--- config.mk ---
export PLATFORM = sky130hd
export DESIGN_NAME = mem_access_unit
export DESIGN_NICKNAME = d
export VERILOG_FILES = /design/src/rtl/mem_access_unit.sv
export SDC_FILE = /design/constraint.sdc
export NUM_CORES = 1
export LEC_CHECK = 0
export BUFFER_PORTS_ARGS = -buffer_cell sky130_fd_sc_hd__buf_2
export CORE_ASPECT_RATIO = 1.5
export CORE_MARGIN = 4
export CORE_UTILIZATION = 51
export CTS_CLUSTER_DIAMETER = 80
export DETAILED_ROUTE_END_ITERATION = 12
export GPL_TIMING_DRIVEN = 0
export PLACE_DENSITY = 0.91
export SLEW_MARGIN = 20
export SYNTH_ARGS = -nofsm -noshare
export SYNTH_HDL_FRONTEND = slang
export SYNTH_SLANG_ARGS = --single-unit
--- constraint.sdc ---
create_clock -name clk -period 4.3 [get_ports clk]
set_input_delay 0.43 -clock clk [delete_from_list [all_inputs] [get_ports clk]]
set_output_delay 0.43 -clock clk [all_outputs]
set_load 0.05 [all_outputs]
--- src/rtl/mem_access_unit.sv ---
// rtl/mem_access_unit.sv - load/store unit driving a single-port synchronous memory
module mem_access_unit #(
  parameter int MEM_LAT = 1
) (
  input  logic        clk,
  input  logic        reset,
  input  logic        req_valid,
  output logic        req_ready,
  input  logic        req_we,
  input  logic [1:0]  req_size,
  input  logic        req_signed,
  input  logic [31:0] req_addr,
  input  logic [31:0] req_wdata,
  output logic        resp_valid,
  output logic        resp_err,
  output logic [31:0] resp_rdata,
  output logic [31:0] mem_addr,
  output logic        mem_we,
  output logic [31:0] mem_wdata,
  input  logic [31:0] mem_rdata
);

  typedef enum logic [1:0] {
    S_IDLE  = 2'd0,
    S_READ  = 2'd1,
    S_WRITE = 2'd2
  } state_t;

  localparam logic [1:0] SZ_BYTE = 2'b00;
  localparam logic [1:0] SZ_HALF = 2'b01;
  localparam logic [1:0] SZ_WORD = 2'b10;
  // READ occupies MEM_LAT cycles; the counter counts down to zero.
  localparam logic [2:0] LAT_INIT = 3'(MEM_LAT - 1);

  state_t      state_q, state_d;
  logic [2:0]  cnt_q, cnt_d;
  logic [1:0]  off_q, off_d;
  logic [1:0]  size_q, size_d;
  logic        we_q, we_d;
  logic        signed_q, signed_d;
  logic [31:0] wdata_q, wdata_d;
  logic        resp_valid_q, resp_valid_d;
  logic        resp_err_q, resp_err_d;
  logic [31:0] resp_rdata_q, resp_rdata_d;
  logic [31:0] mem_addr_q, mem_addr_d;
  logic        mem_we_q, mem_we_d;
  logic [31:0] mem_wdata_q, mem_wdata_d;

  // Reserved size, or a half/word not on its natural boundary.
  function automatic logic access_err(input logic [1:0] size, input logic [1:0] off);
    logic e;
    case (size)
      SZ_BYTE: e = 1'b0;
      SZ_HALF: e = off[0];
      SZ_WORD: e = (off != 2'b00);
      default: e = 1'b1;
    endcase
    return e;
  endfunction

  // Move the addressed lane down to bit 0 and extend it.
  function automatic logic [31:0] load_extract(input logic [31:0] w, input logic [1:0] size,
                                               input logic [1:0] off, input logic sgn);
    logic [7:0]  b;
    logic [15:0] h;
    logic [31:0] r;
    case (off)
      2'd0:    b = w[7:0];
      2'd1:    b = w[15:8];
      2'd2:    b = w[23:16];
      default: b = w[31:24];
    endcase
    h = off[1] ? w[31:16] : w[15:0];
    case (size)
      SZ_BYTE: r = {{24{sgn & b[7]}}, b};
      SZ_HALF: r = {{16{sgn & h[15]}}, h};
      default: r = w;
    endcase
    return r;
  endfunction

  // Replace only the addressed lane(s) of the word read back from memory.
  function automatic logic [31:0] store_merge(input logic [31:0] w, input logic [31:0] d,
                                              input logic [1:0] size, input logic [1:0] off);
    logic [31:0] r;
    r = w;
    if (size == SZ_BYTE) begin
      case (off)
        2'd0:    r[7:0]   = d[7:0];
        2'd1:    r[15:8]  = d[7:0];
        2'd2:    r[23:16] = d[7:0];
        default: r[31:24] = d[7:0];
      endcase
    end else if (off[1]) begin
      r[31:16] = d[15:0];
    end else begin
      r[15:0] = d[15:0];
    end
    return r;
  endfunction

  assign req_ready  = (state_q == S_IDLE);
  assign resp_valid = resp_valid_q;
  assign resp_err   = resp_err_q;
  assign resp_rdata = resp_rdata_q;
  assign mem_addr   = mem_addr_q;
  assign mem_we     = mem_we_q;
  assign mem_wdata  = mem_wdata_q;

  // Next-state and next-output decode; outputs are registered so they change with the state.
  always_comb begin
    state_d      = state_q;
    cnt_d        = cnt_q;
    off_d        = off_q;
    size_d       = size_q;
    we_d         = we_q;
    signed_d     = signed_q;
    wdata_d      = wdata_q;
    resp_valid_d = 1'b0;
    resp_err_d   = 1'b0;
    resp_rdata_d = resp_rdata_q;
    mem_addr_d   = mem_addr_q;
    mem_we_d     = 1'b0;
    mem_wdata_d  = mem_wdata_q;
    case (state_q)
      S_IDLE: begin
        if (req_valid) begin
          off_d    = req_addr[1:0];
          size_d   = req_size;
          we_d     = req_we;
          signed_d = req_signed;
          wdata_d  = req_wdata;
          if (access_err(req_size, req_addr[1:0])) begin
            // Bad requests never reach the memory; answer on the next cycle.
            resp_valid_d = 1'b1;
            resp_err_d   = 1'b1;
            resp_rdata_d = 32'd0;
          end else if (req_we && (req_size == SZ_WORD)) begin
            mem_addr_d  = {req_addr[31:2], 2'b00};
            mem_wdata_d = req_wdata;
            mem_we_d    = 1'b1;
            state_d     = S_WRITE;
          end else begin
            // Loads and sub-word stores both start by reading the word.
            mem_addr_d = {req_addr[31:2], 2'b00};
            cnt_d      = LAT_INIT;
            state_d    = S_READ;
          end
        end
      end
      S_READ: begin
        if (cnt_q == 3'd0) begin
          if (we_q) begin
            mem_wdata_d = store_merge(mem_rdata, wdata_q, size_q, off_q);
            mem_we_d    = 1'b1;
            state_d     = S_WRITE;
          end else begin
            resp_valid_d = 1'b1;
            resp_rdata_d = load_extract(mem_rdata, size_q, off_q, signed_q);
            state_d      = S_IDLE;
          end
        end else begin
          cnt_d = cnt_q - 3'd1;
        end
      end
      S_WRITE: begin
        resp_valid_d = 1'b1;
        resp_rdata_d = 32'd0;
        state_d      = S_IDLE;
      end
      default: state_d = S_IDLE;
    endcase
  end

  // State and registered outputs; reset aborts any access in flight.
  always_ff @(posedge clk or posedge reset) begin
    if (reset) begin
      state_q      <= S_IDLE;
      cnt_q        <= 3'd0;
      off_q        <= 2'd0;
      size_q       <= 2'd0;
      we_q         <= 1'b0;
      signed_q     <= 1'b0;
      wdata_q      <= 32'd0;
      resp_valid_q <= 1'b0;
      resp_err_q   <= 1'b0;
      resp_rdata_q <= 32'd0;
      mem_addr_q   <= 32'd0;
      mem_we_q     <= 1'b0;
      mem_wdata_q  <= 32'd0;
    end else begin
      state_q      <= state_d;
      cnt_q        <= cnt_d;
      off_q        <= off_d;
      size_q       <= size_d;
      we_q         <= we_d;
      signed_q     <= signed_d;
      wdata_q      <= wdata_d;
      resp_valid_q <= resp_valid_d;
      resp_err_q   <= resp_err_d;
      resp_rdata_q <= resp_rdata_d;
      mem_addr_q   <= mem_addr_d;
      mem_we_q     <= mem_we_d;
      mem_wdata_q  <= mem_wdata_d;
    end
  end

endmodule

Yosys cells after proc, flatten, opt, wreduce, memory -nomap -nowiden
Index checks and enable logic that the tools add are counted.
{ "word_totals": {"regBits": 124, "ramBits": 0, "output_inout_bits": 100, "latchBits": 0, "romBits": 0, "word_cells": 99, "in_bits": 103, "memories": 0} }
{ "op_classes": {"n_eq_ne": 16, "n_bitwise": 3, "n_reduce_logical": 16, "n_lt_le_gt_ge": 0, "n_div": 0, "n_mux": 50, "mul": 0, "n_addsub": 1, "shifts": 0} }
{ "ops": {"columns": ["op", "n"], "rows": [
  ["32-bit two-way mux", 10],
  ["32-bit case mux with 2 select lines", 2],
  ["32-bit case mux with 3 select lines", 1],
  ["8-bit two-way mux", 7],
  ["16-bit two-way mux", 3],
  ["8-bit case mux with 3 select lines", 1],
  ["2-bit inequality test (second input constant)", 7],
  ["1-bit two-way mux", 12],
  ["3-bit two-way mux", 4],
  ["2-bit two-way mux", 5],
  ["5-bit AND reduction", 2],
  ["2-bit by 1-bit == test with 1-bit output (second input constant)", 4],
  ["2-bit zero test", 4],
  ["2-bit == test (second input constant)", 3],
  ["1-bit case mux with 3 select lines", 2],
  ["3-bit case mux with 2 select lines", 1],
  ["3-bit AND reduction", 2],
  ["6-bit AND reduction", 1],
  ["2-bit by 1-bit inequality test with 1-bit output (second input constant)", 2],
  ["2-bit case mux with 2 select lines", 1],
  ["2-bit nonzero test", 2],
  ["3-bit zero test", 1],
  ["3-bit nonzero test", 1],
  ["3-bit OR reduction", 1],
  ["other kinds (6)", 7]
]} }

Logic depth before layout (Yosys ltp)
{ "depth": {"depth_word": 10, "depth_mapped": 8, "ltp_nobuf": 7} }

Worst setup path before layout
OpenSTA, ideal clock, no wires.
{ "synth_path": {"path_type": "register to register", "start": "register state_q[1]", "end": "register mem_wdata_q[19] (netlist: mem_wdata[19])", "setup_ps": 125, "n_path_buf": 2, "arrival_time_ps": 1891, "required_ps": 4175, "path_stages_with_launch": 7, "synth_period_minus_slack_ps": 2016, "path_slack_ps": 2284, "cell_sequence": "dfrtp_1 nor3b_4 a21bo_2 buf_2 o21ai_4 buf_6 mux2_2"} }
{ "synth_between": {"elab_chain_cells": 3, "elab_cells_between_ends": 10, "cone_classes": "eq/ne (6); mux (1); reduce/logical (3)"} }
{ "synth_rtl": {"columns": ["item", "line", "rtl"], "rows": [
  ["start: declaration", "35", "state_t state_q, state_d;"],
  ["start signal: assignment", "192", "state_q <= state_d;"],
  ["2-bit by 1-bit == test with 1-bit output or 2-bit zero test (tied branches)", "125", "case (state_q)"],
  ["2-bit inequality test (no line) (tied with other cells)", null, null],
  ["6-bit AND reduction (no line)", null, null],
  ["end signal: assignment", "204", "mem_wdata_q <= mem_wdata_d;"],
  ["end: declaration", "47", "logic [31:0] mem_wdata_q, mem_wdata_d;"]
]} }
Several ways; a longest one is shown, not always the timed one.
A chain may end at the register's enable or synchronous reset.

Worst setup path in the final report
{ "layout_path": {"start": "register state_q[1]", "end": "register mem_wdata_q[22] (netlist: mem_wdata[22])"} }
Same word-level chain as after synthesis.

==> out/results.ini <==
[outcome]
status = finished, final reports clean

[sta]
setup_viol = 0
fmax_ghz = 0.4086
slew_headroom_pct = 48.67
final.setup.tns_ns = 0
hold_violations = 0
hold_slack_ns = 0.04225
finalClockSkew_ns = 0.006173
drv_slew = 0
finalCritPeriodShare_pct = 56.91
tightest_slew_ns = 0.7699
rsz0062_at_grt = no
period_needed_ns = 2.447

[clock_network]
cts_buffers = 17
cts_setup_buffers = 0
cts-root-buf = clkbuf_16
hold_buffers = 0
postCtsResizedCells = 0
clock-sinks = 124
clk_pin_slew_ns = 0.05
clock_latency_ns = 0.41
cts_tree = built
cts_buffer_depth = 2
h-tree-depth = 4

[power]
pwr-share-seq_pct = 27.4
p_sw_uw = 3601
leakagePower_uw = 0.003893
netSwitchingFraction_pct = 48.88
power.internal_uw = 3766
clockPowerShare_pct = 18.9
power.density_mw_per_mm2 = 940.0
irDropWorstVdd_mv = 0.5567
comb_power_share_pct = 53.7

[logic_synthesis]
synth_top_area_cell = dfrtp_1
synthTopCellsByArea = dfrtp_1, mux2_2, a221o_1
synth-seq-area-share_pct = 51.42
synth_top_area_share_pct = 51.42
synth_cells = 511
syn_area_per_cell_sq_um = 11.81
syn_area_sq_mm = 0.006035
ys_seq_elements = 124
yosysWarnings = 0
yosys.cell_types.count = 44

[worst_setup_path]
crit_path_end_kind = register
startpoint_type = register
crit_chain = nor3b_4 > a21bo_2 > buf_2 > o21ai_4 > buf_6 > mux2_2
critPathMaxFanout = 10
slowest_delay_ns = 0.52
worstSetupPathType = register to register
worstPathArrival_ns = 2.74
required_ns = 4.59
r2r_setup_slack_ns = 1.85
slowest_stage = nor3b_4

[detailed_routing]
route.detailed.drc = 0
first_pass_iters = 7
postRouteAntennaNets = 0
wl_per_cell_um = 21.51
vias = 5392
viasPerCell = 6.025
drtIter0Drc = 464
routed_wl_um = 19250

[layout]
num_antenna_cells = 0
finalInstanceArea_sq_mm = 0.007838
area_delta_synth_final_pct = 29.88
final_common_cell = buf_2
final_cell_mix = buf_2, dfrtp_1, mux2_2
drive_above_1_share_pct = 46.58
nets = 837
instances_no_fill = 895

[global_routing]
grt_pass1_wl_um = 30290
gr-usage-met1_pct = 32.35
grt_pass1_vias = 5784
grt_use_met3_pct = 5.842
grt_use_met2_pct = 48.76
antenna_found_initial = 0
top_usage_layer = met2
track_usage_pct = 28.11
grt_max_degree = 78
grt_overflow = 0

[placement]
placed_cells = 863
port_buffers = 200
gp_congestion = 0.9278
place_area_sq_mm = 0.007259
dpl.hpwl_um = 14590

[floorplan]
die_w_um = 96.82
row_count = 48
die_h_um = 141.2
coreArea_sq_mm = 0.01153
ios = 203
start_util_pct = 52.33
die_area_sq_mm = 0.01367

[min_path]
hp-class = input port to asynchronous set/reset pin

[job]
maxCapViolCount = 0

==> worst paths after layout <==
kind                                 from             end  depth (start not counted)
setup / recovery               state_q[1]   mem_wdata[22]                          6
hold / removal                      reset    mem_addr[24]                          2
setup reg to reg               state_q[1]   mem_wdata[22]                          6
hold reg to reg            resp_rdata[10]  resp_rdata[10]                          1
max in group asynchronous           reset   mem_wdata[18]                          3
min in group clk               req_signed        signed_q                          3
==> cell usage after synthesis, drive strengths merged <==
master     n
o21a       1
nand2     20
mux4       1
a221oi     9
or4bb      8
clkbuf    26
or3        4
o22ai      3
nand3b     1
mux2i      8
nor3b      3
and3b      1
and3       9
a21bo      1
a31oi     18
nand2b     3
nor2      24
dfrtp    124
a22o       1
inv       19
and2b      1
nand3     17
a221o     32
and2       1
a222oi     1
o31ai      1
ha         2
a211oi     6
a21oi      9
a21o       9
mux2      94
a2111oi    1
conb       1
o21ai     30
o2bb2ai    2
buf       18
or3b       2
==> worst max-delay path, delay by kind of cell (launching register included) <==
kind,cells,cell delay [ns]
buffers and inverters,2,0.38
flip-flops,1,0.44
AND/OR/NAND/NOR,1,0.52
multiplexers,1,0.35
AO/OA/AOI/OAI,2,0.62
==> per-stage QoR <==
step                util, %  total power [uW]  worst slack [ns]
floorplan                 -              4908            0.5708
global placement      62.67              5803           -0.4947
detailed placement    62.96              5936             1.799
CTS                   67.97              7347             1.850
global route          67.97              7696             1.753
finish                67.97              7367             1.853
==> kinds of logic (layout without fill, tap and decap cells) <==
family,after synthesis,after routing,share of synthesized area [%]
AO/OA/AOI/OAI,124,124,15.55
flip-flops,124,124,51.42
multiplexers,103,103,19.24
AND/OR/NAND/NOR,94,94,8.646
buffers and inverters,63,296,4.665
adder cells (fa/ha/maj),2,2,0.4146
other,1,2,0.06214
==> power by group through the flow <==
| stage | registers, uW | clock network [uW] | logic, uW |
|---|---|---|---|
| global placement | 1990 | 0 | 3820 |
| finish | 2020 | 1390 | 3960 |
| detailed placement | 2020 | 0 | 3910 |
| global route | 2080 | 1450 | 4160 |
| floorplan | 3410 | 0 | 1500 |
| CTS | 2010 | 1400 | 3940 |
==> metal layers <==
| metal | share of wire, % | vias to the layer above |
|---|---|---|
| li1 | - | 2344 |
| met1 | 36 | 2614 |
| met2 | 51 | 345 |
| met3 | 7.6 | 89 |
| met4 | 5.6 | 0 |
| met5 | 0 | - |
==> area by class of cell <==
cell class	instances	area [sq um]
clock inverter	12	121.4
sequential	124	3103
multi-input combinational	325	2654
fill	891	3694
buffer	44	210.2
inverter	19	76.32
tap	150	187.7
clock buffer	20	456.7
timing repair buffer	201	1028
==> state kept, by name, indices dropped and copies added, names as in the netlist <==
signal	flops
resp_valid	1
signed_q	1
mem_addr	30
off_q	2
mem_we	1
resp_rdata	32
resp_err	1
mem_wdata	32
cnt_q	3
size_q	2
wdata_q	16
state_q	2
we_q	1
Note: power is estimated with default switching activity, not from simulation.
